**src/rtl/uart_irq_ctrl.sv**
```systemverilog
// Coalescing interrupt stage downstream of the UART IRQ generator: a hold-off
// delay, a level IRQ line with a latched priority ID, and a one-hot clear pulse on ack.
module uart_irq_ctrl #(
  parameter  int EVENTS_NUM = 32,
  parameter  int HOLDOFF_W  = 8,
  parameter  int CNT_W      = 16,
  localparam int ID_W       = $clog2(EVENTS_NUM)
) (
  input  logic                  i_clk,
  input  logic                  i_nrst,
  input  logic [EVENTS_NUM-1:0] i_irq_bus,
  input  logic                  i_global_en,
  input  logic [HOLDOFF_W-1:0]  i_holdoff,
  input  logic                  i_ack,
  output logic                  o_irq,
  output logic [ID_W-1:0]       o_irq_id,
  output logic [EVENTS_NUM-1:0] o_clr_req,
  output logic [CNT_W-1:0]      o_served_cnt
);

  typedef enum logic [1:0] {S_IDLE, S_HOLDOFF, S_ASSERT, S_GAP} state_e;

  state_e                state_q, state_d;
  logic [HOLDOFF_W-1:0]  cnt_q, cnt_d;
  logic                  irq_q, irq_d;
  logic [ID_W-1:0]       irq_id_q, irq_id_d;
  logic [EVENTS_NUM-1:0] clr_req_q, clr_req_d;
  logic [CNT_W-1:0]      served_cnt_q, served_cnt_d;

  logic                  any_event;
  logic [ID_W-1:0]       prio_id;

  // Lowest set index wins: scan downwards so the last hit is the lowest bit.
  function automatic logic [ID_W-1:0] prio_enc(input logic [EVENTS_NUM-1:0] bus);
    prio_enc = '0;
    for (int i = EVENTS_NUM - 1; i >= 0; i--) begin
      if (bus[i]) prio_enc = ID_W'(i);
    end
  endfunction

  assign any_event = |i_irq_bus;
  assign prio_id   = prio_enc(i_irq_bus);

  always_comb begin
    // NOTE: every output of this block gets a default first, so no path leaves one unassigned and infers a latch.
    state_d      = state_q;
    cnt_d        = cnt_q;
    irq_d        = irq_q;
    irq_id_d     = irq_id_q;
    clr_req_d    = '0;
    served_cnt_d = served_cnt_q;

    unique case (state_q)
      S_IDLE: begin
        if (i_global_en && any_event) begin
          if (i_holdoff == '0) begin
            state_d  = S_ASSERT;
            irq_d    = 1'b1;
            irq_id_d = prio_id;
          end else begin
            state_d = S_HOLDOFF;
            cnt_d   = i_holdoff - HOLDOFF_W'(1);
          end
        end
      end
      S_HOLDOFF: begin
        if (!i_global_en || !any_event) begin
          state_d = S_IDLE;
        end else if (cnt_q == '0) begin
          state_d  = S_ASSERT;
          irq_d    = 1'b1;
          irq_id_d = prio_id;
        end else begin
          cnt_d = cnt_q - HOLDOFF_W'(1);
        end
      end
      S_ASSERT: begin
        // Ack is checked first so a simultaneous withdrawal still clears and counts.
        if (i_ack) begin
          state_d   = S_GAP;
          irq_d     = 1'b0;
          clr_req_d = EVENTS_NUM'(1) << irq_id_q;
          if (served_cnt_q != '1) served_cnt_d = served_cnt_q + CNT_W'(1);
        end else if (!i_global_en || !i_irq_bus[irq_id_q]) begin
          state_d = S_GAP;
          irq_d   = 1'b0;
        end
      end
      S_GAP: begin
        state_d = S_IDLE;
      end
      default: state_d = S_IDLE;
    endcase
  end

  always_ff @(posedge i_clk or negedge i_nrst) begin
    if (!i_nrst) begin
      state_q      <= S_IDLE;
      cnt_q        <= '0;
      irq_q        <= 1'b0;
      irq_id_q     <= '0;
      clr_req_q    <= '0;
      served_cnt_q <= '0;
    end else begin
      // NOTE: non-blocking assignments so every register samples pre-edge values.
      state_q      <= state_d;
      cnt_q        <= cnt_d;
      irq_q        <= irq_d;
      irq_id_q     <= irq_id_d;
      clr_req_q    <= clr_req_d;
      served_cnt_q <= served_cnt_d;
    end
  end

  assign o_irq        = irq_q;
  assign o_irq_id     = irq_id_q;
  assign o_clr_req    = clr_req_q;
  assign o_served_cnt = served_cnt_q;

endmodule

```
**config.mk**
```make
export PLATFORM = sky130hd
export DESIGN_NAME = uart_irq_ctrl
export DESIGN_NICKNAME = d
export VERILOG_FILES = /design/src/rtl/uart_irq_ctrl.sv
export SDC_FILE = /design/constraint.sdc
export NUM_CORES = 1
export LEC_CHECK = 0
export ABC_AREA = 1
export BUFFER_PORTS_ARGS = -buffer_cell sky130_fd_sc_hd__buf_2
export CAP_MARGIN = 20
export CORE_UTILIZATION = 45
export CTS_CLUSTER_SIZE = 10
export DETAILED_ROUTE_END_ITERATION = 8
export GPL_ROUTABILITY_DRIVEN = 0
export HOLD_SLACK_MARGIN = 0.02
export PLACE_DENSITY_LB_ADDON = 0.08
export SYNTH_ARGS = -nofsm -noshare
export SYNTH_HDL_FRONTEND = slang
export SYNTH_SLANG_ARGS = --single-unit
export TNS_END_PERCENT = 20
```
**constraint.sdc**
```tcl
create_clock -name i_clk -period 2 [get_ports i_clk]
set_clock_uncertainty 0.2 [all_clocks]
set_input_delay 0.3 -clock i_clk [delete_from_list [all_inputs] [get_ports i_clk]]
set_output_delay 0.3 -clock i_clk [all_outputs]
set_load 0.01 [all_outputs]
```
==> results of run 1 <==
-- sequential cells by signal, summed over array words and instances (netlist names) --
| register | flops |
|---|---|
| o_irq_id | 5 |
| o_irq | 1 |
| state_q | 2 |
| o_served_cnt | 16 |
| cnt_q | 8 |
| o_clr_req | 32 |
-- cell type report --
type	count	area share
clock buffer	12	0.03084
clock inverter	3	0.003482
inverter	70	0.05422
multi-input combinational	293	0.3402
sequential	64	0.3188
tap	99	0.02462
timing repair buffer	182	0.2278
-- layout by cell type (no fill, tap or decap), types with 3 or more instances in the layout --
master    count
buf_2        97
nand2_1      95
buf_4        81
dfrtp_1      62
nor2_1       59
inv_1        47
nand3_1      27
inv_2        20
o21ai_1      18
clkbuf_8     11
xnor2_1       9
xor2_1        9
nor2_4        7
o22ai_1       5
nand2_2       4
nand4_1       4
a21oi_1       4
nor2_2        3
nor3_1        3
a21oi_2       3
o31ai_1       3
-- per-stage QoR --
| stage | hold slack (ps) | setup WS (ps) | setup TNS [ps] | power, mW | util |
|---|---|---|---|---|---|
| after floorplan | -195.6 | -110.2 | -195.6 | 2.878 | - |
| after global placement | 22.43 | -264.4 | -3386 | 3.741 | 0.6302 |
| after detailed placement | 23.97 | -336.7 | -4405 | 3.775 | 0.6302 |
| after CTS | 43.83 | -206.7 | -746.5 | 4.908 | 0.6667 |
| after global routing | 61.17 | -348.5 | -2563 | 5.431 | 0.6827 |
| final | 51.22 | -219.9 | -642.7 | 5.056 | 0.6827 |
-- worst max-delay path: cells and delay by family, from the launching register on --
kind	cells	cell delay [ps]
buffers and inverters	3	260
AND/OR/NAND/NOR	3	250
flip-flops	1	480
AO/OA/AOI/OAI	6	920
-- final timing paths --
check                      cells after the start         endpoint    startpoint
setup / recovery                              12            o_irq   o_irq_id[1]
min in group asynchronous                      2    o_clr_req[12]        i_nrst
setup reg to reg                              12            o_irq   o_irq_id[1]
hold / removal                                 4      o_irq_id[1]  i_irq_bus[1]
max in group asynchronous                      3  o_served_cnt[2]        i_nrst
hold reg to reg                                2            o_irq         o_irq
-- power by group through the flow --
stage	logic, mW	clock network [mW]	registers (mW)
2_1_floorplan	1.20	0	1.68
3_3_place_gp	2.10	0	1.64
3_5_place_dp	2.13	0	1.64
4_1_cts	2.27	1.01	1.63
5_1_grt	2.69	1.07	1.67
6_report	2.42	0.987	1.65
-- cell families (layout without fill, tap and decap cells) --
group                    after synthesis  count (layout)  share of synthesized area
AND/OR/NAND/NOR                      218             218                     0.2833
multiplexers                           1               1                   0.002877
buffers and inverters                 78             267                    0.08990
flip-flops                            64              64                     0.4603
AO/OA/AOI/OAI                         53              53                     0.1086
adder cells (fa/ha/maj)                2               2                   0.007191
XOR/XNOR                              19              19                    0.04782
-- timing repair --
| action | in CTS | in global routing |
|---|---|---|
| gates cloned | 0 | 0 |
| hold endpoints to repair | 43 | 0 |
| resized for setup | 11 | 19 |
| setup buffers | 5 | 2 |
| setup endpoints to repair | 10 | 21 |
| pin swaps | 7 | 11 |
| hold buffers | 1 | 0 |
-- metal layers --
layer / share of wire / vias up
met1: 0.44 / 1609
met3: 0.050 / 12
met5: 0 / -
met2: 0.49 / 101
li1: - / 1765
met4: 0.014 / 0
==> results.py, run 1 <==
metrics = {
    "place": {
        "placed_area_sq_um": 4644,
        "dp_cells": 700,
        "place_hpwl_mm": 6.657,
        "portBuffers": 97,
    },
    "global_routing": {
        "use_met2": 0.3782,
        "use_met3": 0.04399,
        "grt_antenna_before_repair": 0,
        "grt_max_degree": 30,
        "grt-busiest-layer": "met2",
        "first_global_vias": 3324,
        "grt_pass1_wl_mm": 14.86,
        "overflow": 0,
        "grt_usage": 0.2272,
        "grt_use_met1": 0.2978,
    },
    "layout": {
        "insertedDiodeCount": 0,
        "multi_input_area_sq_um": 1712,
        "num-fill-cells": 669,
        "final_nets": 666,
        "fin_area_sq_um": 5031,
        "syn2layout_area_growth_pct": 44.59,
        "seqCellArea_sq_um": 1604,
        "final_cell_count_no_fill": 723,
        "drive_above_1_share": 0.4199,
    },
    "synth": {
        "yosysWarnings": 0,
        "yosysSeqAreaShare": 0.4603,
        "synth_area_leader_cell": "dfrtp_1",
        "synth_cell_types": 45,
        "ys_ff_latch": 64,
        "netlist_top_cells_count": "97 x nand2_1, 64 x dfrtp_1, 63 x nor2_1",
        "synth.top_cell.area_share": 0.4603,
        "yosysMostFrequentCell": "nand2_1",
        "yosys-top-cells-area": "dfrtp_1 46%, nand2_1 10%, nor2_1 6.8%",
        "synth_nets": 481,
        "synth_edf_count": 0,
        "synth_area_sq_um": 3480,
        "ys_async_sr_fraction": 1.000,
        "synth_area_per_cell_sq_um": 7.999,
        "synth_cells": 435,
        "synth_flop_cell": "dfrtp_1",
    },
    "power_and_ir_drop": {
        "leakagePower_nw": 2.719,
        "seq_power_share": 0.326,
        "switching_share": 0.3850,
        "p_comb_frac": 0.479,
        "p_sw_mw": 1.947,
        "power_density_nw_per_um2": 1005,
        "intPower_mw": 3.110,
        "clkPwrFrac": 0.195,
        "ir_drop_uv": 606.0,
    },
    "clock_tree": {
        "cts_tree": "yes",
        "cts-root-buf": "clkbuf_8",
        "cts.sinks": 64,
        "numCtsBuffers": 9,
        "clkLatencyLatePin_ps": 340,
        "h-tree-depth": 3,
        "path_clk_slew_ps": 70,
        "clockBufferDepth": 2,
    },
    "setup_path": {
        "r2r_slack_ps": -220,
        "worst_setup_path_start_kind": "register",
        "max_stage_delay_ps": 480,
        "crit_fanout": 5,
        "path_class": "reg2reg",
        "cp-end-kind": "register",
        "crit_chain": "inv_2, nor2_4, inv_4, o22ai_1, o311ai_1, a21oi_2, o2111ai_2, nand3_2, inv_2, o221ai_4, nand2_1, o21ai_1",
        "critPathSlowestCell": "dfrtp_2",
        "cp.arrival_ps": 2250,
        "required_ps": 2030,
        "crit_top_cell": "inv_2",
    },
    "route": {
        "firstDrtPassIters": 4,
        "routedWlPerCell_um": 12.14,
        "wirelength_mm": 8.779,
        "vias": 3487,
        "ant_nets": 0,
        "via_per_inst": 4.823,
        "drc": 0,
        "drt_iter0_drc": 175,
    },
    "floorplanning": {
        "chipWidth_um": 89.94,
        "start_util": 0.4722,
        "die_height_um": 89.94,
        "die_area_sq_um": 8088,
        "design.core.area_sq_um": 7370,
        "ioPinCount": 98,
        "rows": 31,
    },
    "outcome": {
        "violations": "negative setup slack",
        "status": "complete, but fails checks",
    },
    "sta": {
        "max_clock_freq_mhz": 450.5,
        "setup_slack_ps": -219.9,
        "max-slew-margin-rel": 0.6412,
        "rsz0062_at_grt": "yes",
        "hold_violations": 0,
        "worst_pin_slew_ps": 536.9,
        "fin_crit_ps": 2220,
        "finalSetupViolCount": 6,
        "report.final.slew_viol_count": 0,
        "timing.final.crit_share": 1.110,
    },
    "flow_run": {
        "drv_cap": 0,
    },
    "worst_hold_path": {
        "holdCritPathClass": "in2reg",
    },
}
No activity file was read; power rests on OpenSTA's default activity.
==> run 2, diff against run 1 <==
--- a/config.mk
+++ b/config.mk
@@ -7,13 +7,14 @@
 export LEC_CHECK = 0
 export ABC_AREA = 1
 export BUFFER_PORTS_ARGS = -buffer_cell sky130_fd_sc_hd__buf_2
-export CAP_MARGIN = 20
+export CAP_MARGIN = 5
 export CORE_UTILIZATION = 45
 export CTS_CLUSTER_SIZE = 10
 export DETAILED_ROUTE_END_ITERATION = 8
 export GPL_ROUTABILITY_DRIVEN = 0
 export HOLD_SLACK_MARGIN = 0.02
 export PLACE_DENSITY_LB_ADDON = 0.08
+export SKIP_CTS_REPAIR_TIMING = 1
 export SYNTH_ARGS = -nofsm -noshare
 export SYNTH_HDL_FRONTEND = slang
 export SYNTH_SLANG_ARGS = --single-unit
==> run 2 against run 1 <==
Net effect: the flow still finishes with violations (negative setup slack); design area up 0.32%; worst setup slack got worse by 79 ps; sequential share of layout area down 0.078 points; core utilization rose by 0.22 points; first-iteration DRC count decreased by 4.0%; power rose by 1.0%; combinational power up 2%; routed wire length is 0.98% higher; critical endpoint unchanged.
==> results.py, run 2 (same netlist as run 1, synthesis figures left out) <==
metrics = {
    "setup_path": {
        "required_ps": 2030,
        "critPathSlowestCell": "dfrtp_2",
        "cp_top_family": "compound AO/OA/AOI/OAI gates",
        "r2r_slack_ps": -300,
        "cp-end-kind": "register",
        "crit_chain": "inv_2, nor2_4, inv_2, buf_4, o22ai_1, o311ai_2, a21oi_2, o2111ai_2, nand3_2, inv_2, o221ai_4, nand2_1, o21ai_1",
        "reg2reg_to": "o_irq",
        "path_class": "reg2reg",
        "r2r_cells": 13,
        "crit_top_cell": "inv_2",
        "crit_fanout": 5,
        "worst_setup_path_start_kind": "register",
        "rr_startpoint": "o_irq_id[0]",
        "path_buf_inv": 4,
        "cp.arrival_ps": 2330,
        "max_stage_delay_ps": 470,
    },
    "route": {
        "ant_nets": 0,
        "drc": 0,
        "firstDrtPassIters": 4,
        "drt_iter0_drc": 168,
        "vias": 3509,
        "via_per_inst": 4.827,
        "routedWlPerCell_um": 12.19,
        "wirelength_mm": 8.865,
    },
    "place": {
        "portBuffers": 97,
        "placed_area_sq_um": 4644,
        "place_hpwl_mm": 6.657,
    },
    "sta": {
        "holdWs_ps": 52.36,
        "hold_violations": 0,
        "worst_pin_slew_ps": 535.0,
        "tns_ps": -936.9,
        "max-slew-margin-rel": 0.6425,
        "report.final.slew_viol_count": 0,
        "finalSetupViolCount": 7,
        "rsz0062_at_grt": "yes",
        "setup_slack_ps": -298.4,
        "timing.final.crit_share": 1.149,
        "fin_crit_ps": 2298,
        "max_clock_freq_mhz": 435.1,
    },
    "layout": {
        "syn2layout_area_growth_pct": 45.06,
        "num-fill-cells": 673,
        "fin_area_sq_um": 5047,
        "most-common-layout-cells": "97 x nand2_1, 97 x buf_2, 84 x buf_4",
        "largest_reg_flops": 32,
        "seqCellArea_sq_um": 1605,
        "final_nets": 670,
        "drive_above_1_share": 0.4236,
        "insertedDiodeCount": 0,
        "multi_input_area_sq_um": 1690,
    },
    "clock_tree": {
        "clockBufferDepth": 2,
        "clkLatencyLatePin_ps": 340,
        "cts-root-buf": "clkbuf_8",
        "path_clk_slew_ps": 70,
        "h-tree-depth": 3,
        "cts_tree": "yes",
        "cts.sinks": 64,
        "numCtsBuffers": 9,
    },
    "global_routing": {
        "grt_pass1_wl_mm": 14.69,
        "first_global_vias": 3273,
        "grt_usage": 0.2248,
        "grt_antenna_before_repair": 0,
        "overflow": 0,
        "grt_max_degree": 30,
    },
    "power_and_ir_drop": {
        "leakagePower_nw": 2.733,
        "power_density_nw_per_um2": 1012,
        "ir_drop_uv": 644.3,
    },
    "worst_hold_path": {
        "hold_path_depth": 4,
        "hp-start": "i_irq_bus[1]",
        "holdCritPathClass": "in2reg",
        "hold_end": "o_irq_id[1]",
    },
    "floorplanning": {
        "ioPinCount": 98,
        "start_util": 0.4722,
        "rows": 31,
        "die_area_sq_um": 8088,
        "chipWidth_um": 89.94,
        "design.core.area_sq_um": 7370,
        "die_height_um": 89.94,
    },
    "outcome": {
        "status": "complete, but fails checks",
        "violations": "negative setup slack",
    },
    "flow_run": {
        "drv_cap": 0,
    },
}
[run 2: cell count changes in the layout (fill, tap and decap cells not counted), moves of 2 or more]
| cell | before | now |
|---|---|---|
| buf_4 | 81 | 84 |
| nand2_2 | 4 | 2 |
| nor2_2 | 3 | 5 |
| nand2_1 | 95 | 97 |
[run 2: where the power goes]
part,leakage (nW),internal [mW],switching (mW)
logic,1.79,1.17,1.30
clock network,0.0882,0.507,0.480
registers,0.853,1.48,0.173
[run 2: layout make-up]
class	instances	share of cell area
flip-flops and latches	64	0.3180
clock buffers	12	0.03074
well taps	99	0.02454
multi-input cells	293	0.3349
repair buffers	186	0.2338
clock inverters	3	0.003471
inverters	70	0.05454
[run 2: per-layer routing]
metal / part of all wire / GRT usage / vias to the layer above
met1: 0.44 / 0.2960 / 1605
met5: 0 / 0 / -
met4: 0.018 / 0.07661 / 0
met3: 0.054 / 0.04399 / 21
met2: 0.48 / 0.3718 / 110
li1: - / - / 1773
[run 2: worst register-to-register path: stages (launching register included)]
cell	delay [ps]
dfrtp_2	470
inv_2	90
nor2_4	50
inv_2	80
buf_4	110
o22ai_1	80
o311ai_2	310
a21oi_2	120
o2111ai_2	250
nand3_2	130
inv_2	80
o221ai_4	100
nand2_1	80
o21ai_1	60
[run 2: worst max path at each step]
stage                    startpoint          endpoint  depth (start not counted)
floorplan           o_served_cnt[0]  o_served_cnt[15]                         12
global placement      i_irq_bus[27]       o_irq_id[3]                         11
detailed placement    i_irq_bus[27]       o_irq_id[3]                         11
CTS                     o_irq_id[1]             o_irq                         12
global route            o_irq_id[0]             o_irq                         14
finish                  o_irq_id[0]             o_irq                         13
[run 2: stage by stage]
stage / setup WS, ps / cells / total power [mW] / utilization
2_1_floorplan: -110.2 / 435 / 2.878 / -
3_3_place_gp: -264.4 / 700 / 3.741 / 0.6302
3_5_place_dp: -336.7 / 700 / 3.775 / 0.6302
4_1_cts: -305.8 / 715 / 4.776 / 0.6537
5_1_grt: -432.4 / 727 / 5.487 / 0.6849
6_report: -298.4 / 727 / 5.107 / 0.6849
